==> config.mk <==
export PLATFORM = sky130hd
export DESIGN_NAME = ps2_rx_fifo
export DESIGN_NICKNAME = d
export VERILOG_FILES = /design/src/rtl/ps2_rx_fifo.sv
export SDC_FILE = /design/constraint.sdc
export NUM_CORES = 1
export LEC_CHECK = 0
export ABC_CLOCK_PERIOD_IN_PS = 4480
export CAP_MARGIN = 20
export CORE_MARGIN = 2
export CORE_UTILIZATION = 45
export DETAILED_ROUTE_END_ITERATION = 8
export PLACE_DENSITY = 0.73
export SLEW_MARGIN = 10
export SYNTH_ARGS = -nofsm -noshare
export SYNTH_HDL_FRONTEND = slang
export SYNTH_SLANG_ARGS = --single-unit
==> constraint.sdc <==
create_clock -name CLOCK_50 -period 4.48 [get_ports CLOCK_50]
set_input_delay 1.12 -clock CLOCK_50 [delete_from_list [all_inputs] [get_ports CLOCK_50]]
set_output_delay 1.12 -clock CLOCK_50 [all_outputs]
set_load 0.03 [all_outputs]
==> src/rtl/ps2_rx_fifo.sv <==
`default_nettype none
// ============================================================================
// Module   : ps2_rx_fifo
// Purpose  : PS/2 device-to-host receiver (filter, framing, watchdog) feeding
//            a show-ahead receive FIFO for the keyboard controller.
// Revision : 1.0 - initial release
// ============================================================================
module ps2_rx_fifo #(
  parameter int FILTER_LEN     = 8,
  parameter int FIFO_DEPTH     = 16,
  parameter int TIMEOUT_CYCLES = 50000
) (
  input  logic                              CLOCK_50,
  input  logic                              rst_n,
  input  logic                              PS2_CLK,
  input  logic                              PS2_DAT,
  input  logic                              rd_en,
  input  logic                              clear_overflow,
  output logic [7:0]                        rd_data,
  output logic                              empty,
  output logic [$clog2(FIFO_DEPTH+1)-1:0]   count,
  output logic                              overflow,
  output logic                              err_parity,
  output logic                              err_frame,
  output logic                              err_timeout
);

  localparam int c_PTR_W = $clog2(FIFO_DEPTH);
  localparam int c_CNT_W = $clog2(FIFO_DEPTH + 1);
  localparam int c_WD_W  = $clog2(TIMEOUT_CYCLES + 1);

  localparam logic [c_CNT_W-1:0] c_FULL    = c_CNT_W'(FIFO_DEPTH);
  localparam logic [c_WD_W-1:0]  c_WD_LAST = c_WD_W'(TIMEOUT_CYCLES - 1);
  localparam logic [3:0]         c_STOP    = 4'd10;

  typedef enum logic [0:0] {
    S_IDLE = 1'b0,
    S_RECV = 1'b1
  } state_t;

  // Input conditioning
  logic                  clk_meta_q, clk_meta_d;
  logic                  clk_sync_q, clk_sync_d;
  logic                  dat_meta_q, dat_meta_d;
  logic                  dat_sync_q, dat_sync_d;
  logic [FILTER_LEN-1:0] filt_hist_q, filt_hist_d;
  logic                  filt_clk_q, filt_clk_d;
  logic                  fall_q, fall_d;

  // Frame receiver
  state_t                state_q, state_d;
  logic [3:0]            bitcnt_q, bitcnt_d;
  logic [8:0]            shift_q, shift_d;
  logic [c_WD_W-1:0]     wd_cnt_q, wd_cnt_d;
  logic                  err_parity_q, err_parity_d;
  logic                  err_frame_q, err_frame_d;
  logic                  err_timeout_q, err_timeout_d;
  logic                  w_push;

  // FIFO
  logic [7:0]            mem_q [FIFO_DEPTH];
  logic [c_PTR_W-1:0]    wr_ptr_q, wr_ptr_d;
  logic [c_PTR_W-1:0]    rd_ptr_q, rd_ptr_d;
  logic [c_CNT_W-1:0]    count_q, count_d;
  logic                  overflow_q, overflow_d;
  logic                  w_pop;
  logic                  w_full;
  logic                  w_wr;
  logic                  w_ovf_set;

  always_comb begin
    clk_meta_d  = PS2_CLK;
    clk_sync_d  = clk_meta_q;
    dat_meta_d  = PS2_DAT;
    dat_sync_d  = dat_meta_q;
    filt_hist_d = {filt_hist_q[FILTER_LEN-2:0], clk_sync_q};
    filt_clk_d  = filt_clk_q;
    if (&filt_hist_q) begin
      filt_clk_d = 1'b1;
    end else if (~|filt_hist_q) begin
      filt_clk_d = 1'b0;
    end
    fall_d = filt_clk_q & ~filt_clk_d;
  end

  // Frame FSM; fall_q marks the cycle in which dat_sync_q is the bit value.
  always_comb begin
    state_d       = state_q;
    bitcnt_d      = bitcnt_q;
    shift_d       = shift_q;
    wd_cnt_d      = wd_cnt_q;
    err_parity_d  = 1'b0;
    err_frame_d   = 1'b0;
    err_timeout_d = 1'b0;
    w_push        = 1'b0;
    case (state_q)
      S_IDLE: begin
        wd_cnt_d = '0;
        if (fall_q && !dat_sync_q) begin
          state_d  = S_RECV;
          bitcnt_d = 4'd1;
          shift_d  = '0;
        end
      end
      S_RECV: begin
        if (fall_q) begin
          wd_cnt_d = '0;
          if (bitcnt_q == c_STOP) begin
            state_d  = S_IDLE;
            bitcnt_d = '0;
            if (!dat_sync_q) begin
              err_frame_d = 1'b1;
            end else if (!(^shift_q)) begin
              err_parity_d = 1'b1;
            end else begin
              w_push = 1'b1;
            end
          end else begin
            // After nine shifts shift_q = {parity, D7..D0}.
            shift_d  = {dat_sync_q, shift_q[8:1]};
            bitcnt_d = bitcnt_q + 4'd1;
          end
        end else if (wd_cnt_q == c_WD_LAST) begin
          err_timeout_d = 1'b1;
          state_d       = S_IDLE;
          bitcnt_d      = '0;
          shift_d       = '0;
          wd_cnt_d      = '0;
        end else begin
          wd_cnt_d = wd_cnt_q + c_WD_W'(1);
        end
      end
      default: begin
        state_d = S_IDLE;
      end
    endcase
  end

  // A push into a full FIFO still succeeds when a pop frees a slot that cycle.
  always_comb begin
    w_pop     = rd_en && (count_q != '0);
    w_full    = (count_q == c_FULL);
    w_wr      = w_push && (!w_full || w_pop);
    w_ovf_set = w_push && w_full && !w_pop;
    wr_ptr_d  = w_wr  ? wr_ptr_q + c_PTR_W'(1) : wr_ptr_q;
    rd_ptr_d  = w_pop ? rd_ptr_q + c_PTR_W'(1) : rd_ptr_q;
    count_d   = count_q;
    case ({w_wr, w_pop})
      2'b10:   count_d = count_q + c_CNT_W'(1);
      2'b01:   count_d = count_q - c_CNT_W'(1);
      default: count_d = count_q;
    endcase
    overflow_d = overflow_q;
    if (w_ovf_set) begin
      overflow_d = 1'b1;
    end else if (clear_overflow) begin
      overflow_d = 1'b0;
    end
  end

  always_ff @(posedge CLOCK_50 or negedge rst_n) begin
    if (!rst_n) begin
      clk_meta_q    <= 1'b1;
      clk_sync_q    <= 1'b1;
      dat_meta_q    <= 1'b1;
      dat_sync_q    <= 1'b1;
      filt_hist_q   <= '1;
      filt_clk_q    <= 1'b1;
      fall_q        <= 1'b0;
      state_q       <= S_IDLE;
      bitcnt_q      <= '0;
      shift_q       <= '0;
      wd_cnt_q      <= '0;
      err_parity_q  <= 1'b0;
      err_frame_q   <= 1'b0;
      err_timeout_q <= 1'b0;
      wr_ptr_q      <= '0;
      rd_ptr_q      <= '0;
      count_q       <= '0;
      overflow_q    <= 1'b0;
    end else begin
      clk_meta_q    <= clk_meta_d;
      clk_sync_q    <= clk_sync_d;
      dat_meta_q    <= dat_meta_d;
      dat_sync_q    <= dat_sync_d;
      filt_hist_q   <= filt_hist_d;
      filt_clk_q    <= filt_clk_d;
      fall_q        <= fall_d;
      state_q       <= state_d;
      bitcnt_q      <= bitcnt_d;
      shift_q       <= shift_d;
      wd_cnt_q      <= wd_cnt_d;
      err_parity_q  <= err_parity_d;
      err_frame_q   <= err_frame_d;
      err_timeout_q <= err_timeout_d;
      wr_ptr_q      <= wr_ptr_d;
      rd_ptr_q      <= rd_ptr_d;
      count_q       <= count_d;
      overflow_q    <= overflow_d;
    end
  end

  always_ff @(posedge CLOCK_50) begin
    if (w_wr) begin
      mem_q[wr_ptr_q] <= shift_q[7:0];
    end
  end

  // Storage is not reset, so the head is masked while the FIFO is empty.
  assign empty       = (count_q == '0);
  assign rd_data     = empty ? 8'h00 : mem_q[rd_ptr_q];
  assign count       = count_q;
  assign overflow    = overflow_q;
  assign err_parity  = err_parity_q;
  assign err_frame   = err_frame_q;
  assign err_timeout = err_timeout_q;

endmodule
`default_nettype wire

==> results.md <==
* DRC Markers at 0
* Die Y at 137.0 um
* Synth async-reset ratio at 0.3228
* Mapped Avg Cell Area at approximately 17 um^2
* Crit-path cells: buf_12 -> mux4_2 -> mux4_2 -> nor2b_1 -> clkdlybuf4s50_1
* Gate Count Post-Synth at 480
* Final HPWL DP at 9574 um
* Nets at ~520
* Num ports at 24
* Hold WC Path Type: reg2reg
* RSZ-0062 raised after global routing: no
* Clock Skew at 0.01048 ns
* R2r worst-path depth at 10
* Critical path's most frequent cell: mux4_2
* Initial antenna violation count at 0
* Most frequent cells in the layout: 128 x edfxtp_1, 47 x dfrtp_1, 40 x mux4_2
* Maximum vdd ir drop at ~310 uV
* DR pass1 iterations at 5
* Ys Warns at 0
* Register area at 0.005388 mm^2
* CTS Sinks at ~190
* CP delay by family, top: multiplexers
* Status: finished, final reports clean
* Post-Syn Nets at between 400 and 500
* Antenna viol nets, final at 0
* Worst Hold Endpoint: dat_sync_q$_DFF_PN1_
* Hold-fix buffers, CTS at 0
* Final min period at roughly 4.0 ns
* Total gr overflow at 0
* Final Setup Violations at 0
* Seq cells post-synth at between 150 and 200
* Crit path launch: rd_ptr_q[0]$_DFFE_PN0P_
* H-tree Lvls at 4
* Syn Std Cell Area at 0.007958 mm^2
* TNS Setup at 0 ns
* Layout Cells excl Fill at approximately 740
* Vias in the first global route at 4362
* Clock root cell: clkbuf_16
* Reg2reg end: count[4]$_DFFE_PN0P_
* CTS clk-pin slew, worst paths at 0.07 ns
* WP buf/inv at 2
* Number of synthesized flops with an enable pin at ~130
* Hold Vio Cnt, Final at 0
* Die W at about 140 um
* Largest area contributor in the netlist: edfxtp_1
* Routed len/inst at 20.48 um
* Max-cap violations at 0
* Final slew viol count at 0
* Period utilization at 0.9008
* Clock Path Buffers at 2
* Largest fanout on the critical path at 35
* Post-CTS repair timing setup buffer count at 0
* Max_slew headroom at 0.4498
* Fraction of layout cells with a size suffix above 1 at 0.1950
* Worst path required time at about 3.4 ns
* Slowest CP cell: clkdlybuf4s50_1
* FP Rows at 48
* Worst setup SP type: flop
* Total CTS buffers at 17
* Lkg Pwr at between 3 and 4 nW
* Cell Pwr Density at 460.5 mW/mm^2
* Via count at 4261
* Crit. End Element: output port
* Multi-input combinational cell area at 0.002447 mm^2
* Hold Crit Depth at 0
* Core ar. at about 0.017 mm^2
* Ranking of synthesized cells by area: edfxtp_1 48%, dfrtp_1 15%, mux4_2 11%, dfstp_2 4.3%, xnor2_1 2.0%
* Synth-to-layout area growth at 13.07%
* CTS tree: done
* Fmax at about 250 MHz
* Post-synth cell types at 58
* HP Start: dat_meta_q$_DFF_PN1_
* Gr usage total at 0.1748
* I/O Buffers at 23
* First-pass GRT wire length at between 20000 and 25000 um
* Die area at 0.01876 mm^2
* Post-DR vias/cell at 5.735
* Most common cell after layout, fill and taps aside: edfxtp_1
* Worst Path Arrival at ~3 ns
* Largest net degree at the start of global routing at 39
* Clock Latency Late Sink at between 0.4 and 0.5 ns
* Initial drt markers at roughly 390
* Post-CTS Resized at 0
* Flop-to-flop setup slack at around 0.75 ns
* GP Congestion at 0.8418
* Crit-path max cell delay at just over 0.6 ns
* Kind of critical path: reg2out
* Fillers at around 1.4k
* N_diodes at 0
* Post-Route WL at 15220 um
* Synth top area share at 0.4830
* RR Startpoint: shift_q[5]$_DFFE_PN0P_
* Placed cells at around 700
* Sequential area share after synthesis at 0.6769
* Most used DFF post-synth: edfxtp_1
* Starting density of the core at 0.4601
* Worst-margin pin slew at around 0.83 ns
-- how the worst max path moves through the flow --
stage               cells past startpoint                   end  slack, ns
global route                            5            rd_data[0]       0.33
floorplan                              11  count[4]$_DFFE_PN0P_       1.17
detailed placement                      9  count[4]$_DFFE_PN0P_       0.73
global placement                        9  count[4]$_DFFE_PN0P_       0.87
finish                                  5            rd_data[0]       0.44
CTS                                     5            rd_data[0]       0.40
-- metrics by stage --
stage          power (mW)    util  instance area (um^2)  worst slack [ns]  hold slack, ns
3_3_place_gp        2.745  0.4882                  8444            0.8724          0.3468
2_1_floorplan       2.547       -                  7958             1.167          0.3452
5_1_grt             4.306  0.5202                  8997            0.3296          0.3562
3_5_place_dp        2.758  0.4882                  8444            0.7313          0.3472
4_1_cts             4.173  0.5202                  8997            0.3987          0.3525
6_report            4.143  0.5202                  8997            0.4444          0.3500
-- registers in the layout, indices dropped and copies added, names as in the netlist, 4 cells and up --
signal / cells
count: 5
filt_hist_q: 8
shift_q: 9
mem_q: 128
bitcnt_q: 4
wd_cnt_q: 16
rd_ptr_q: 4
wr_ptr_q: 4
-- power breakdown --
| part | switching, mW | leakage (nW) | internal [mW] | total (mW) |
|---|---|---|---|---|
| clock | 0.615 | 0.263 | 0.810 | 1.42 |
| combinational | 0.374 | 0.937 | 0.323 | 0.698 |
| sequential | 0.118 | 1.97 | 1.90 | 2.02 |
| total | 1.11 | 3.17 | 3.04 | 4.14 |
-- metal layers --
| metal | global-route usage | share of wire | vias to the layer above | wire length, um |
|---|---|---|---|---|
| met2 | 0.2919 | 0.52 | 119 | 7939 |
| met4 | 0.05613 | 0.013 | 0 | 204 |
| met3 | 0.04407 | 0.048 | 13 | 734 |
| met1 | 0.2251 | 0.42 | 2198 | 6340 |
| li1 | - | - | 1931 | - |
| met5 | 0 | 0 | - | 0 |
-- cells by family after synthesis --
family          share of synthesized area
compound gates                    0.03774
xor+xnor                          0.03742
fa+ha+maj                         0.01572
buf+inv                           0.01557
flops                              0.6769
mux                                0.1219
simple gates                      0.09481
-- worst reg2reg max path, stage by stage (launching register included) --
cell,delay (ns)
dfrtp_1,0.74
xor2_1,0.20
xnor3_2,0.56
mux2_4,0.40
nor2_1,0.27
xnor2_1,0.16
ha_1,0.30
a31oi_1,0.15
or4_1,0.46
o2111a_1,0.17
a211o_1,0.22
-- area by class of cell --
type                       instances  share of cell area
clock inverter                    12             0.01377
tap                              225             0.03129
timing repair buffer              30             0.03226
multi-input combinational        259              0.2720
clock buffer                      18             0.04770
inverter                          10            0.004172
sequential                       189              0.5988
-- cells in the mapped netlist (all sizes together), types with 6 or more instances --
master  number
mux4        40
nor2        27
edfxtp     128
and3        17
inv         10
dfrtp       48
and4         8
nand4       12
nor2b       13
dfstp       13
xor2         8
xnor2       18
ha          10
clkbuf      16
a21oi        6
o21ai        9
nand2       16
nand3       11
buf          6
a22o        10
nor3         6
No activity file was read; power rests on OpenSTA's default activity.
